[src/rtl/adpll_ctrl_pkg.sv]
// Shared types for the ADPLL tuning controller: FSM state encoding, mode codes
// and the phase-error sign helper.
package adpll_ctrl_pkg;

   typedef enum logic [2:0] {
      ST_IDLE  = 3'd0,
      ST_PWRUP = 3'd1,
      ST_PVT   = 3'd2,
      ST_ACQ   = 3'd3,
      ST_TRK   = 3'd4,
      ST_OPEN  = 3'd5
   } tune_state_t;

   localparam logic [1:0] MODE_PD   = 2'd0;
   localparam logic [1:0] MODE_TEST = 2'd1;
   localparam logic [1:0] MODE_RX   = 2'd2;
   localparam logic [1:0] MODE_TX   = 2'd3;

   // 2'b01 positive, 2'b11 negative, 2'b00 zero
   function automatic logic [1:0] phe_sign(input logic msb, input logic nz);
      return !nz ? 2'b00 : (msb ? 2'b11 : 2'b01);
   endfunction

endpackage

[src/rtl/adpll_bank_tuner.sv]
// One capacitor bank: saturating up/down code with sign-reversal (flip) counting.
// done pulses on the step that completes SETTLE_FLIPS consecutive flips.
module adpll_bank_tuner #(
   parameter int W            = 8,
   parameter int SETTLE_FLIPS = 4
) (
   input  logic         clk,
   input  logic         rst,
   input  logic         load_mid,
   input  logic         step,
   input  logic         dn,
   output logic [W-1:0] code,
   output logic         done
);

   localparam int FW = $clog2(SETTLE_FLIPS + 1);
   localparam logic [W-1:0] MID = {1'b1, {(W-1){1'b0}}};

   logic [W-1:0]  code_q, code_d;
   logic          last_vld_q, last_vld_d;
   logic          last_dn_q, last_dn_d;
   logic [FW-1:0] flips_q, flips_d;
   logic          sat, move, flip;

   // A step into a rail is dropped entirely: no code change and no effect on flip history.
   assign sat  = dn ? (code_q == '0) : (code_q == '1);
   assign move = step && !sat && !load_mid;
   assign flip = last_vld_q && (last_dn_q != dn);
   assign done = move && flip && (flips_q == FW'(SETTLE_FLIPS - 1));
   assign code = code_q;

   always_comb begin
      code_d     = code_q;
      last_vld_d = last_vld_q;
      last_dn_d  = last_dn_q;
      flips_d    = flips_q;
      if (load_mid) begin
         code_d     = MID;
         last_vld_d = 1'b0;
         last_dn_d  = 1'b0;
         flips_d    = '0;
      end else if (move) begin
         code_d     = dn ? code_q - W'(1) : code_q + W'(1);
         last_vld_d = 1'b1;
         last_dn_d  = dn;
         if (flip && !done) flips_d = flips_q + FW'(1);
         else               flips_d = '0;
      end
   end

   always_ff @(posedge clk or negedge rst) begin
      if (!rst) begin
         code_q     <= MID;
         last_vld_q <= 1'b0;
         last_dn_q  <= 1'b0;
         flips_q    <= '0;
      end else begin
         code_q     <= code_d;
         last_vld_q <= last_vld_d;
         last_dn_q  <= last_dn_d;
         flips_q    <= flips_d;
      end
   end

endmodule

[src/rtl/adpll_tune_ctrl.sv]
// ADPLL DCO tuning sequencer: power-up, then PVT (c_l) -> ACQ (c_m) -> TRK (c_s) with lock detect.
// Define ADPLL_TUNE_TIMEOUT_EN to add the per-bank sample timeout and the sticky tune_tmo flag.
module adpll_tune_ctrl
   import adpll_ctrl_pkg::*;
#(
   parameter int PHE_W        = 12,
   parameter int L_W          = 5,
   parameter int M_W          = 8,
   parameter int S_W          = 8,
   parameter int PWRUP_CYC    = 64,
   parameter int SETTLE_FLIPS = 4,
   parameter int LOCK_TOL     = 8,
   parameter int LOCK_CNT     = 16,
   parameter int TMO_CYC      = 4096
) (
   input  logic             clk,
   input  logic             rst,
   input  logic             en,
   input  logic [1:0]       adpll_mode,
   input  logic [PHE_W-1:0] phe,
   input  logic             phe_valid,
   output logic             dco_pd,
   output logic             tdc_pd,
   output logic [L_W-1:0]   c_l_code,
   output logic [M_W-1:0]   c_m_code,
   output logic [S_W-1:0]   c_s_code,
   output logic [2:0]       tune_state,
   output logic             channel_lock,
   output logic             tune_tmo
);

   localparam int PW = $clog2(PWRUP_CYC);
   localparam int KW = $clog2(LOCK_CNT);

   tune_state_t   state_q, state_d;
   logic [PW-1:0] pwr_cnt_q, pwr_cnt_d;
   logic [KW-1:0] lk_cnt_q, lk_cnt_d;
   logic          lock_q, lock_d;
   logic [1:0]    mode_q;
   logic          dco_pd_q, dco_pd_d, tdc_pd_q, tdc_pd_d;

   logic [1:0]       sgn;
   logic             dn, step_any, in_lock, abort, load_mid, tuning, tmo_hit;
   logic [PHE_W-1:0] phe_mag;
   logic             l_done, m_done, s_done_unused;

   assign sgn      = phe_sign(phe[PHE_W-1], |phe);
   assign dn       = (sgn == 2'b01);
   assign step_any = phe_valid && (sgn != 2'b00);
   // Two's-complement magnitude; the most negative word reads correctly as unsigned.
   assign phe_mag  = phe[PHE_W-1] ? (~phe + PHE_W'(1)) : phe;
   assign in_lock  = (phe_mag <= PHE_W'(LOCK_TOL));

   assign abort    = !en || (adpll_mode == MODE_PD) ||
                     ((state_q != ST_IDLE) && (adpll_mode != mode_q));
   assign load_mid = abort || (state_q == ST_IDLE) || (state_q == ST_PWRUP);
   assign tuning   = (state_q == ST_PVT) || (state_q == ST_ACQ);

   adpll_bank_tuner #(.W(L_W), .SETTLE_FLIPS(SETTLE_FLIPS)) u_bank_l (
      .clk(clk), .rst(rst), .load_mid(load_mid),
      .step(step_any && (state_q == ST_PVT)), .dn(dn), .code(c_l_code), .done(l_done));

   adpll_bank_tuner #(.W(M_W), .SETTLE_FLIPS(SETTLE_FLIPS)) u_bank_m (
      .clk(clk), .rst(rst), .load_mid(load_mid),
      .step(step_any && (state_q == ST_ACQ)), .dn(dn), .code(c_m_code), .done(m_done));

   // The fine bank dithers forever, so its settle pulse is not used.
   adpll_bank_tuner #(.W(S_W), .SETTLE_FLIPS(SETTLE_FLIPS)) u_bank_s (
      .clk(clk), .rst(rst), .load_mid(load_mid),
      .step(step_any && (state_q == ST_TRK)), .dn(dn), .code(c_s_code), .done(s_done_unused));

   always_comb begin
      state_d   = state_q;
      pwr_cnt_d = pwr_cnt_q;
      if (!en || (adpll_mode == MODE_PD)) begin
         state_d = ST_IDLE;
      end else if (abort) begin
         state_d   = ST_PWRUP;
         pwr_cnt_d = '0;
      end else begin
         case (state_q)
            ST_IDLE: begin
               state_d   = ST_PWRUP;
               pwr_cnt_d = '0;
            end
            ST_PWRUP: begin
               if (pwr_cnt_q == PW'(PWRUP_CYC - 1))
                  state_d = (adpll_mode == MODE_TEST) ? ST_OPEN : ST_PVT;
               else
                  pwr_cnt_d = pwr_cnt_q + PW'(1);
            end
            ST_PVT:  if (l_done || tmo_hit) state_d = ST_ACQ;
            ST_ACQ:  if (m_done || tmo_hit) state_d = ST_TRK;
            default: state_d = state_q;
         endcase
      end
   end

   // Lock counter counts consecutive samples disagreeing with the current lock state.
   always_comb begin
      lock_d   = lock_q;
      lk_cnt_d = lk_cnt_q;
      if ((state_q != ST_TRK) || (state_d != ST_TRK)) begin
         lock_d   = 1'b0;
         lk_cnt_d = '0;
      end else if (phe_valid) begin
         if (in_lock != lock_q) begin
            if (lk_cnt_q == KW'(LOCK_CNT - 1)) begin
               lock_d   = !lock_q;
               lk_cnt_d = '0;
            end else begin
               lk_cnt_d = lk_cnt_q + KW'(1);
            end
         end else begin
            lk_cnt_d = '0;
         end
      end
   end

   assign dco_pd_d = (state_d == ST_IDLE);
   assign tdc_pd_d = (state_d == ST_IDLE) || (state_d == ST_OPEN);

   always_ff @(posedge clk or negedge rst) begin
      if (!rst) begin
         state_q   <= ST_IDLE;
         pwr_cnt_q <= '0;
         lk_cnt_q  <= '0;
         lock_q    <= 1'b0;
         mode_q    <= MODE_PD;
         dco_pd_q  <= 1'b1;
         tdc_pd_q  <= 1'b1;
      end else begin
         state_q   <= state_d;
         pwr_cnt_q <= pwr_cnt_d;
         lk_cnt_q  <= lk_cnt_d;
         lock_q    <= lock_d;
         mode_q    <= adpll_mode;
         dco_pd_q  <= dco_pd_d;
         tdc_pd_q  <= tdc_pd_d;
      end
   end

`ifdef ADPLL_TUNE_TIMEOUT_EN
   localparam int TW = $clog2(TMO_CYC);
   logic [TW-1:0] tmo_cnt_q, tmo_cnt_d;
   logic          tune_tmo_q, tune_tmo_d;

   assign tmo_hit = tuning && phe_valid && (tmo_cnt_q == TW'(TMO_CYC - 1));

   always_comb begin
      tmo_cnt_d  = tmo_cnt_q;
      tune_tmo_d = tune_tmo_q;
      if (!tuning || (state_d != state_q)) tmo_cnt_d = '0;
      else if (phe_valid)                  tmo_cnt_d = tmo_cnt_q + TW'(1);
      if (state_d == ST_IDLE)        tune_tmo_d = 1'b0;
      else if (tmo_hit && !abort)    tune_tmo_d = 1'b1;
   end

   always_ff @(posedge clk or negedge rst) begin
      if (!rst) begin
         tmo_cnt_q  <= '0;
         tune_tmo_q <= 1'b0;
      end else begin
         tmo_cnt_q  <= tmo_cnt_d;
         tune_tmo_q <= tune_tmo_d;
      end
   end

   assign tune_tmo = tune_tmo_q;
`else
   // TMO_CYC is never negative, so the timeout path is constant-false here.
   assign tmo_hit  = (TMO_CYC < 0) && tuning;
   assign tune_tmo = 1'b0;
`endif

   assign dco_pd       = dco_pd_q;
   assign tdc_pd       = tdc_pd_q;
   assign tune_state   = state_q;
   assign channel_lock = lock_q;

endmodule

[config.mk]
export PLATFORM = sky130hd
export DESIGN_NAME = adpll_tune_ctrl
export DESIGN_NICKNAME = d
export VERILOG_FILES = /design/src/rtl/adpll_ctrl_pkg.sv /design/src/rtl/adpll_bank_tuner.sv /design/src/rtl/adpll_tune_ctrl.sv
export SDC_FILE = /design/constraint.sdc
export NUM_CORES = 1
export LEC_CHECK = 0
export ABC_AREA = 1
export CAP_MARGIN = 25
export CORE_MARGIN = 2
export CORE_UTILIZATION = 40
export CTS_BUF_LIST = sky130_fd_sc_hd__clkbuf_8 sky130_fd_sc_hd__clkbuf_16
export CTS_CLUSTER_SIZE = 12
export DETAILED_ROUTE_END_ITERATION = 10
export PLACE_DENSITY = 0.59
export SLEW_MARGIN = 20
export SYNTH_ARGS = -nofsm -noshare
export SYNTH_HDL_FRONTEND = slang
export SYNTH_HIERARCHICAL = 1
export SYNTH_SLANG_ARGS = --single-unit
[constraint.sdc]
create_clock -name clk -period 3.1 [get_ports clk]
set_input_delay 0.465 -clock clk [delete_from_list [all_inputs] [get_ports clk]]
set_output_delay 0.465 -clock clk [all_outputs]
set_load 0.01 [all_outputs]
==> metrics.cfg <==
[cells_and_area]
layout.cells.non_filler = 769
n_fill_cell = 970
regArea_um2 = 1230
nNetsFinal = 678
drive_gt1_share_pct = 18.4
post-route-cell-area_um2 = 4860
syn_to_final_growth_pct = 23.8
multi_input_area_um2 = 2340
antenna_cells = 0

[place]
place_congestion = 0.864
io_buffers = 44
dp.cells = 761
placed_cell_area_um2 = 4750
dp_hpwl_um = 7080

[timing]
slew-limit-headroom_pct = 40.1
finalSetupViolations = 0
fmax_mhz = 351
worst_pin_slew_ps = 898
finClkSkew_ps = 11.3
finalMaxSlewViolations = 0
fin_crit_ps = 2850
post-route-period-util_pct = 92.0
rsz0062_at_grt = no
finalHoldViolations = 0

[setup_path]
end_kind = flop
crit_type = primary input to flop
cp_max_fo = 9
cp-startpoint = phe[0]
crit_arrival_ps = 3100
rr_startpoint = tune_state[2]
cp-start-kind = primary input
required_ps = 3340

[drt]
ant_nets = 0
via_per_inst = 4.88
dr.pass1.iters = 4
routed_wl_um = 9050
wl_per_cell_um = 11.8
vias = 3752
drt_first_iter_violations = 110
route.detailed.drc = 0

[yosys]
yosys_warnings = 6
synthesis.area_um2 = 3930
syn_avg_cell_area_um2 = 7.07
syn-instance-count = 556
syn-num-nets = 599

[floorplanning]
die-width_um = 103
fp-row-count = 36
pin_count = 46
start_util_pct = 40.8
die_y_um = 103
die_area_um2 = 10600
core_um2 = 9640

[job]
cap_violations = 0

[outcome]
outcome = completed

[pwr]
vdd_ir_drop_max_uv = 218
p_per_area_nw_per_um2 = 270
cellLeakagePower_nw = 2.50

[clocking]
cts_buffers = 5
cts_tree = done
root_buffer = clkbuf_8
cts-htree-levels = 2
cts.sinks = 49
clk_latency_ps = 310
clockBufferDepth = 2
path_clk_slew_ps = 100
cts_setup_buffers = 0

[grt]
grt_pass1_vias = 3594
grt_overflow_total = 0
antenna_found_initial = 0
grt_max_degree = 39
grt_pass1_wl_um = 16200
grt_usage_pct = 19.0

[hold_path]
min_path_type = primary input to asynchronous set/reset pin

-- cells in the final DEF, fill, tap and decap left out, drive strengths merged, types with 2 or more instances in the layout --
cell	n
a21oi	15
xor2	8
ha	22
or2	7
nor4	2
nand2	179
xnor2	3
nand4	18
nand3b	5
buf	37
clkbuf	5
dfstp	5
fa	3
dfrtp	44
inv	82
nor2	65
nand3	53
o21ai	22
clkdlybuf4s50	43
nor3	7
-- critical path: stages --
cell and delay [ps]:
clkdlybuf4s50_1 480, inv_1 70, ha_1 220, nand2_2 90
nor2_4 40, nand3_2 80, nor2_1 70, nor2_4 200
buf_4 220, inv_2 50, buf_4 140, fa_1 410
inv_1 70, nand2_1 60, nand2_1 70, a21oi_1 80
xor2_1 140, a21oi_1 130
-- path summary, 6_finish.rpt --
kind | endpoint | slack, ps | cells past startpoint
worst max-delay path | u_bank_l/code[4] | 250 | 18
worst min-delay path | u_bank_l/flips_q[1] | 270 | 1
worst max register to register | tdc_pd | 670 | 16
worst min register to register | u_bank_l/last_vld_q | 500 | 2
max in group asynchronous | dco_pd | 2100 | 2
min in group clk | u_bank_l/last_vld_q | 500 | 2
-- per-layer routing --
metal	GRT usage, %	vias up	part of all wire [%]
met1	26.3	1764	49
met5	0	-	0
met2	31.5	54	47
li1	-	1927	-
met3	2.78	7	3.0
met4	4.05	0	0.80
-- sequential cells by signal (all words and copies together) (netlist names), 2 cells and up --
name / flops
u_bank_m/code: 8
u_bank_s/code: 8
pwr_cnt_q: 6
u_bank_l/code: 5
lk_cnt_q: 4
tune_state: 3
u_bank_l/flips_q: 3
u_bank_m/flips_q: 3
mode_q: 2
-- through the flow --
step           TNS (ps)  power, mW  worst slack (ps)  hold slack, ps  util (%)
2_1_floorplan         0      0.768               209             169         -
3_3_place_gp          0      0.852              36.3             458      49.2
5_1_grt               0       1.39              89.5             326      50.5
3_5_place_dp       -142      0.855             -77.6             464      49.2
4_1_cts               0       1.34               253             299      50.4
6_report              0       1.32               247             271      50.5
-- final cells by class --
| class | instances | share of cell area [%] |
|---|---|---|
| inverters | 81 | 6.40 |
| clock buffers | 5 | 1.41 |
| clock inverters | 3 | 0.900 |
| flip-flops and latches | 49 | 25.3 |
| repair buffers | 80 | 14.5 |
| well taps | 133 | 3.42 |
| multi-input cells | 418 | 48.0 |
-- what timing repair did --
item / CTS / global route
hold buffers: 0 / 0
setup endpoints to repair: 0 / 1
resized for setup: 0 / 1
-- where the power goes --
group / switching [mW] / internal, mW
clock: 0.233 / 0.242
combinational: 0.110 / 0.0801
sequential: 0.00497 / 0.645
No activity file was read; power rests on OpenSTA's default activity.
